--- config.mk ---
export PLATFORM = sky130hd
export DESIGN_NAME = sr_ff_sequencer
export DESIGN_NICKNAME = d
export VERILOG_FILES = /design/src/rtl/sr_ff_sequencer.sv
export SDC_FILE = /design/constraint.sdc
export NUM_CORES = 1
export LEC_CHECK = 0
export ABC_AREA = 1
export CAP_MARGIN = 10
export CORE_MARGIN = 5
export CORE_UTILIZATION = 58
export DETAILED_ROUTE_END_ITERATION = 7
export GPL_TIMING_DRIVEN = 0
export PLACE_DENSITY_LB_ADDON = 0.1
export RECOVER_POWER = 25
export SYNTH_ARGS = -nofsm -noshare
export SYNTH_HDL_FRONTEND = slang
export SYNTH_SLANG_ARGS = --single-unit
--- constraint.sdc ---
create_clock -name clk_i -period 2.7 [get_ports clk_i]
set_input_delay 0.54 -clock clk_i [delete_from_list [all_inputs] [get_ports clk_i]]
set_output_delay 0.54 -clock clk_i [all_outputs]
set_load 0.02 [all_outputs]
--- src/rtl/sr_ff_sequencer.sv ---
// rtl/sr_ff_sequencer.sv - command-driven set/clear/toggle/pulse sequencer for one SR flip-flop
// Define SR_FB_CHECK_EN to flag q/qbar feedback mismatches in CHECK; otherwise only illegal ops raise err.
module sr_ff_sequencer #(
  parameter int PULSE_W    = 8,
  parameter int SETTLE_CYC = 1
) (
  input  logic               clk_i,
  input  logic               reset_i,
  input  logic               cmd_valid_i,
  output logic               cmd_ready_o,
  input  logic [2:0]         cmd_op_i,
  input  logic [PULSE_W-1:0] cmd_len_i,
  output logic [1:0]         sr_o,
  input  logic               q_fb_i,
  input  logic               qbar_fb_i,
  output logic               busy_o,
  output logic               done_o,
  output logic               err_o,
  output logic               err_sticky_o
);

  typedef enum logic [1:0] {IDLE, DRIVE, SETTLE, CHECK} state_t;

  localparam logic [2:0] OP_NOP   = 3'd0;
  localparam logic [2:0] OP_SET   = 3'd1;
  localparam logic [2:0] OP_CLR   = 3'd2;
  localparam logic [2:0] OP_TOG   = 3'd3;
  localparam logic [2:0] OP_PULSE = 3'd4;
  localparam logic [1:0] SR_SET   = 2'b10;
  localparam logic [1:0] SR_CLR   = 2'b01;
  localparam logic [1:0] SR_HOLD  = 2'b00;
  localparam logic [3:0] SETTLE_LAST = 4'(SETTLE_CYC - 1);

  state_t             state_q;
  logic [PULSE_W-1:0] cnt_q;
  logic [3:0]         scnt_q;
  logic [1:0]         sr_q;
  logic               exp_q, phase2_q, ready_q, busy_q, done_q, err_q, sticky_q;

  logic               new_exp, fb_bad;
  logic [PULSE_W-1:0] len_m1;

  // TOGGLE picks its direction from q_fb at the accept edge
  assign new_exp = (cmd_op_i == OP_SET) || ((cmd_op_i == OP_TOG) && !q_fb_i);
  assign len_m1  = (cmd_len_i == '0) ? '0 : cmd_len_i - PULSE_W'(1);

`ifdef SR_FB_CHECK_EN
  assign fb_bad = (q_fb_i != exp_q) || (qbar_fb_i == q_fb_i);
`else
  logic unused_fb;
  assign unused_fb = ^{qbar_fb_i, exp_q};
  assign fb_bad    = 1'b0;
`endif

  always_ff @(posedge clk_i) begin
    if (reset_i) begin
      state_q  <= IDLE;
      cnt_q    <= '0;
      scnt_q   <= '0;
      sr_q     <= SR_HOLD;
      exp_q    <= 1'b0;
      phase2_q <= 1'b0;
      ready_q  <= 1'b1;
      busy_q   <= 1'b0;
      done_q   <= 1'b0;
      err_q    <= 1'b0;
      sticky_q <= 1'b0;
    end else begin
      done_q <= 1'b0;
      err_q  <= 1'b0;
      sr_q   <= SR_HOLD;
      case (state_q)
        IDLE: begin
          if (cmd_valid_i) begin
            ready_q <= 1'b0;
            busy_q  <= 1'b1;
            case (cmd_op_i)
              OP_SET, OP_CLR, OP_TOG: begin
                state_q  <= DRIVE;
                exp_q    <= new_exp;
                sr_q     <= new_exp ? SR_SET : SR_CLR;
                cnt_q    <= '0;
                phase2_q <= 1'b0;
              end
              OP_PULSE: begin
                state_q  <= DRIVE;
                exp_q    <= 1'b0;
                sr_q     <= SR_SET;
                cnt_q    <= len_m1;
                phase2_q <= 1'b1;
              end
              default: begin
                state_q <= CHECK;
                done_q  <= 1'b1;
                if (cmd_op_i != OP_NOP) begin
                  err_q    <= 1'b1;
                  sticky_q <= 1'b1;
                end
              end
            endcase
          end
        end
        DRIVE: begin
          if (cnt_q == '0) begin
            state_q <= SETTLE;
            scnt_q  <= SETTLE_LAST;
          end else begin
            cnt_q <= cnt_q - PULSE_W'(1);
            sr_q  <= sr_q;
          end
        end
        SETTLE: begin
          if (scnt_q != 4'd0) begin
            scnt_q <= scnt_q - 4'd1;
          end else if (phase2_q) begin
            state_q  <= DRIVE;
            sr_q     <= SR_CLR;
            cnt_q    <= '0;
            phase2_q <= 1'b0;
          end else begin
            state_q <= CHECK;
            done_q  <= 1'b1;
            err_q   <= fb_bad;
            if (fb_bad) sticky_q <= 1'b1;
          end
        end
        default: begin
          state_q <= IDLE;
          busy_q  <= 1'b0;
          ready_q <= 1'b1;
        end
      endcase
    end
  end

  // ready_q is already high in reset; gating keeps cmd_ready low only while reset is held
  assign cmd_ready_o  = ready_q && !reset_i;
  assign sr_o         = sr_q;
  assign busy_o       = busy_q;
  assign done_o       = done_q;
  assign err_o        = err_q;
  assign err_sticky_o = sticky_q;

endmodule

==> results of run 1 <==
==> power by group <==
group	total (mW)	switching, mW	internal (mW)
clock network	0.261	0.111	0.150
registers	0.477	0.0582	0.419
logic	1.02	0.633	0.387
total	1.76	0.802	0.956
==> flip-flops by register name, indices dropped and copies added (netlist names) <==
register,count
busy_o,1
cnt_q,8
done_o,1
err_o,1
err_sticky_o,1
phase2_q,1
ready_q,1
scnt_q,4
sr_o,2
state_q,2
==> per-layer routing <==
| layer | vias to the layer above | routed length [µm] |
|---|---|---|
| met5 | - | 0 |
| met4 | 0 | 34 |
| met3 | 4 | 125 |
| met2 | 32 | 1439 |
| met1 | 695 | 1805 |
| li1 | 842 | - |
==> final cells by class <==
cell class                      instances  share of cell area [%]
Clock buffer                            3                   1.202
Buffer                                  3                   1.202
Multi-Input combinational cell        188                   51.50
Inverter                               41                   8.216
Clock inverter                          1                   1.603
Sequential cell                        22                   23.51
Timing Repair Buffer                   20                   10.69
Tap cell                               31                   2.071
==> placed cells by master (no fill, tap or decap) <==
cell	n
nor4_1	1
nor2_4	2
nand3b_1	2
bufinv_16	1
clkdlybuf4s50_1	19
nand2_1	62
nand4_1	4
nand2_2	4
inv_2	2
xnor2_1	2
nor2_2	1
a21oi_4	1
a21o_1	1
nand2_4	1
clkbuf_4	3
o21ai_2	1
inv_1	39
o21ai_0	15
a21oi_1	13
ha_1	9
o21bai_1	2
dlygate4sd3_1	1
nand3_1	20
or2_0	1
nor2_1	41
clkbuf_1	1
xor2_1	3
or2_2	1
buf_6	1
dfxtp_1	22
buf_4	1
nand3_2	1
==> path summary, 6_finish.rpt <==
path                 from           end  slack (ns)  depth (start not counted)
min          err_sticky_o  err_sticky_o        0.48                          1
max reg2reg    state_q[0]      cnt_q[3]        0.93                         10
min reg2reg  err_sticky_o  err_sticky_o        0.48                          1
max               reset_i   cmd_ready_o        0.66                          3
==> logic make-up (layout without fill, tap and decap cells) <==
family          Yosys count  after routing  share of synthesized area, %
simple gates            141            141                         39.34
buf+inv                  44             68                         11.14
compound gates           33             33                         11.85
flops                    22             22                         27.80
fa+ha+maj                 9              9                         7.109
xor+xnor                  5              5                         2.765
==> results.txt, run 1 <==
Placer Congestion -> 0.8699
Met1 Usage GRT -> 26.90%
Cell Rows -> 19
Post-CTS setup buffer count -> 0
Core area -> 2686 µm²
# resized after CTS -> 0
CP max stage delay -> 0.55 ns
First-pass detailed-route iteration total -> 4
Slowest CP cell -> clkdlybuf4s50_1
Cell taking the most area after synthesis -> dfxtp_1
Die height -> 62.26 µm
Diodes inserted -> 0
Setup_tns -> 0 ns
Post-synth top area share -> 27.80%
Number of global-route vias before repair -> 1448
Post-Synthesis Cells -> 254
Crit end category -> output pin
Final net count -> 304
Leak -> 0.9440 nW
Routed wire per std cell -> 11.02 µm
Reg clk slew, reported paths -> 0.14 ns
Maximum vdd drop -> 0.0006529 V
Post-DP Area -> 1823 µm²
Pwr Total -> 1.758 mW
Clock Latency Late Sink -> 0.31 ns
Slew HR -> 72.31%
Fmax -> 490.1 MHz
Cell Area, Synth -> 1584 µm²
CTS tree -> built
Netlist cell types -> 29
Hold Crit Class -> register to register
Tightest Pin Transition -> 0.4115 ns
GR peak layer -> met2
DIE WIDTH -> 62.26 µm
CP required -> 2.16 ns
First-pass GRT wire length -> 6.099 mm
Final Max Tran Viols -> 0
Largest net degree at the start of global routing -> 14
Routed vias -> 1573
EDFF count, synth -> 0
Avg Inst Size Synth -> 6.236 µm²
Run status -> finished clean
Tot GR Track Use -> 18.60%
Multi-input gate area -> 964.7 µm²
DRC violation total after the first TritonRoute iteration -> 99
Cell Chain, Critical Path -> clkbuf_1, nor2_1, clkdlybuf4s50_1
Final worst slack -> 0.6594 ns
Seq/Total Area, Yosys -> 27.80%
Count leader, synth -> nand2_1
WP buf/inv -> 2
Longest Clk Path Bufs -> 2
H-tree Lvls -> 1
Critical path's top delay family -> buffers and inverters
Routed Antenna Nets -> 0
Crit-path max FO -> 9
Hold-fix buffers, CTS -> 0
Synth warn -> 0
Pre-CTS WS -> 0.6027 ns
Commonest register cell after synthesis -> dfxtp_1
Crit path DAT -> 1.50 ns
Dpl hpwl -> 2.657 mm
Die ar. -> 3876 µm²
Starting Density -> 58.97%
Synth area leaders -> dfxtp_1 28%, nand2_1 15%, nor2_1 9.5%, inv_1 9.2%, ha_1 7.1%
Yosys reg bits -> 22
Final period utilization -> 75.58%
Max-cap violations -> 0
PD cells -> 938.4 nW/µm²
Grt total ovfl -> 0
Num CTS Buffers -> 3
Clk root buf -> clkbuf_4
Met2 Use GR -> 28.50%
Post-Route WL -> 3.404 mm
Share of cells above drive strength 1 -> 7.194%
WHS -> 0.4750 ns
Crit path kind -> primary input to output pin
FFs w/ async S/R, synth -> 0%
DP Cell Count -> 305
RSZ-0062 raised after global routing -> no
Period minus WS final -> 2.041 ns
Initial antenna violation count -> 0
Setup Skew -> 0.003686 ns
Clock sinks -> 22
Net count after synthesis -> 279
Drt via density -> 5.091
IO Pins -> 23
Final Util -> 69.73%
Remaining DRCs -> 0
Register Area -> 440.4 µm²
Fill cells -> 233
Final hold vios -> 0
Synth cell count leaders -> 62 x nand2_1, 40 x nor2_1, 39 x inv_1, 22 x dfxtp_1, 20 x nand3_1
Final setup viols -> 0
I/O Buffers -> 20
Finished Layout Cells -> 309
CP Launch Type -> primary input
GRT met3 Usage -> 2.883%
Synthesis-to-layout area growth -> 18.25%
Final Cell Area -> 1873 µm²
No activity file was read; power rests on OpenSTA's default activity.
==> inputs of run 2 (changes only) <==
--- a/config.mk
+++ b/config.mk
@@ -8,7 +8,7 @@
 export ABC_AREA = 1
 export CAP_MARGIN = 10
 export CORE_MARGIN = 5
-export CORE_UTILIZATION = 58
+export CORE_UTILIZATION = 49
 export DETAILED_ROUTE_END_ITERATION = 7
 export GPL_TIMING_DRIVEN = 0
 export PLACE_DENSITY_LB_ADDON = 0.1
==> constraint.sdc (replaced) <==
create_clock -name clk_i -period 1.66 [get_ports clk_i]
set_input_delay 0.332 -clock clk_i [delete_from_list [all_inputs] [get_ports clk_i]]
set_output_delay 0.332 -clock clk_i [all_outputs]
set_load 0.02 [all_outputs]
==> results.txt, run 2 (synthesis results as in run 1) <==
Hold-fix buffers, CTS -> 0 (unchanged)
Placer Congestion -> 0.8248 (-5.2%)
Final setup viols -> 0 (unchanged)
Final Util -> 63.05% (-6.7 points)
H-tree Lvls -> 1 (unchanged)
CP Launch Type -> register
Crit path kind -> register to output pin
Die ar. -> 4470 µm² (+15%)
DIE WIDTH -> 66.86 µm (+7.4%)
Slew HR -> 70.68% (-1.6 points)
WP buf/inv -> 1 (-1)
Clk root buf -> clkbuf_4
Leak -> 0.9547 nW (+1.1%)
Crit path DAT -> 1.29 ns (-0.21 ns)
Remaining DRCs -> 0 (unchanged)
IO Pins -> 23 (unchanged)
I/O Buffers -> 20 (unchanged)
Commonest non-fill, non-tap cell in the layout -> nand2_1
Clock Latency Late Sink -> 0.33 ns (+0.02 ns)
Core area -> 3078 µm² (+15%)
Synthesis-to-layout area growth -> 22.51%
Tightest Pin Transition -> 0.4398 ns (+0.02827 ns)
CP required -> 1.33 ns (-0.83 ns)
Routed vias -> 1549 (-1.5%)
Final hold vios -> 0 (unchanged)
Largest net degree at the start of global routing -> 14 (unchanged)
Setup Skew -> 0.004483 ns (+0.0007965 ns)
PD cells -> 1532 nW/µm² (+63%)
First-pass detailed-route iteration total -> 4 (unchanged)
DRC violation total after the first TritonRoute iteration -> 83 (-16%)
Hold Path Cell Cnt -> 2 (+1)
Final Max Tran Viols -> 0 (unchanged)
Worst hold start -> reset_i
Pwr Total -> 2.972 mW (+69%)
Post-Route WL -> 3.451 mm (+1.4%)
Cell Rows -> 20 (+1)
Reg clk slew, reported paths -> 0.14 ns (about the same)
Top flop regs -> cnt_q x8, scnt_q x4
Most frequent cells in the layout -> 60 x nand2_1, 39 x inv_1, 39 x nor2_1, 20 x nand3_1, 20 x dfxtp_1
Max-cap violations -> 0 (unchanged)
Routed wire per std cell -> 10.65 µm (-3.3%)
Drt via density -> 4.781 (-6.1%)
Number of global-route vias before repair -> 1373 (-5.2%)
Routed Antenna Nets -> 0 (unchanged)
Crit end category -> output pin
Reg2Reg Setup Slack -> 0.10 ns (-0.83 ns)
Cell Chain, Critical Path -> clkdlybuf4s50_1
Tot GR Track Use -> 16.22% (-2.4 points)
Hold Path End -> done_o
Max reg flops -> 8 (unchanged)
Maximum vdd drop -> 0.0007042 V (+7.9%)
First-pass GRT wire length -> 5.678 mm (-6.9%)
CTS tree -> built
Clock sinks -> 22 (unchanged)
Crit-path max FO -> 2 (-7)
Dpl hpwl -> 2.676 mm (+0.72%)
Final net count -> 306 (+0.66%)
Die height -> 66.86 µm (+7.4%)
Starting Density -> 51.46% (-7.5 points)
Reg2Reg Depth -> 9 (-1)
Grt total ovfl -> 0 (unchanged)
CP max stage delay -> 0.61 ns (+0.06 ns)
Final period utilization -> 97.55%
Initial antenna violation count -> 0 (unchanged)
Slowest CP cell -> clkdlybuf4s50_1
Hold Crit Class -> primary input to register
Largest reg by FF count -> cnt_q
Period minus WS final -> 1.619 ns
Longest Clk Path Bufs -> 2 (unchanged)
Critical path's top delay family -> buffers and inverters
Num CTS Buffers -> 3 (unchanged)
Reg-to-reg endpoint -> state_q[1]
Fmax -> 617.6 MHz
Diodes inserted -> 0 (unchanged)
Run status -> finished clean
Share of cells above drive strength 1 -> 11.79% (+4.6 points)
R2r startpoint -> cnt_q[0]
## run 2: cell types whose count changed in the layout (fill, tap and decap cells not counted), moves of 2 or more
cell,previous run,this run
clkdlybuf4s50_1,19,17
buf_4,1,3
nand2_2,4,6
ha_2,0,2
dfxtp_1,22,20
ha_1,9,5
ha_4,0,2
dfxtp_2,0,2
o21ai_0,15,12
clkbuf_1,1,3
nor2_1,41,39
nand2_1,62,60
o21ai_1,0,3
## run 2: power breakdown
part           leakage (nW)  total, mW  internal (mW)  switching (mW)
combinational         0.746       1.77          0.696            1.07
clock                0.0279      0.436          0.244           0.191
sequential            0.181      0.772          0.685          0.0868
total                 0.955       2.97           1.63            1.35
## run 2: through the flow
stage | hold slack, ns | cell area, µm² | setup TNS [ns] | cells | worst slack (ns)
after detailed placement | 0.4526 | 1839 | -1.632 | 318 | -0.2313
after CTS | 0.3912 | 1901 | 0 | 322 | 0.01326
after global routing | 0.4052 | 1941 | -0.01919 | 324 | -0.009804
after floorplan | 0.4532 | 1584 | 0 | 254 | 0.1613
after global placement | 0.4351 | 1839 | -1.563 | 318 | -0.2291
final | 0.3903 | 1941 | 0 | 324 | 0.04075
## run 2: worst max-delay path by stage
stage / from / endpoint / slack [ns] / cells after the start
floorplan: state_q[0] / cnt_q[3] / 0.16 / 10
global placement: cmd_len_i[0] / cnt_q[5] / -0.23 / 10
detailed placement: cmd_op_i[2] / cnt_q[5] / -0.23 / 11
CTS: err_sticky_o / err_sticky_o / 0.01 / 1
global route: state_q[0] / cnt_q[4] / -0.01 / 10
finish: busy_o / busy_o / 0.04 / 1
## run 2: timing repair
| item | 4_1_cts | 5_1_grt |
|---|---|---|
| setup buffers | 0 | 2 |
| setup endpoints to repair | 9 | 16 |
| resized for setup | 5 | 13 |
| pin swaps | 0 | 3 |
## run 2: routing by layer
layer,vias up,part of all wire [%],track usage (%)
li1,844,-,-
met1,673,52,22.45
met2,27,42,25.62
met3,5,5.1,2.361
met4,0,1.3,5.316
met5,-,0,0
## run 2: final cells by class
class | count | area (µm²)
Buffer | 3 | 22.52
Clock buffer | 3 | 22.52
Clock inverter | 1 | 30.03
Fill cell | 303 | 1137
Inverter | 41 | 153.9
Multi-Input combinational cell | 188 | 1012
Sequential cell | 22 | 442.9
Tap cell | 44 | 55.05
Timing Repair Buffer | 22 | 201.4
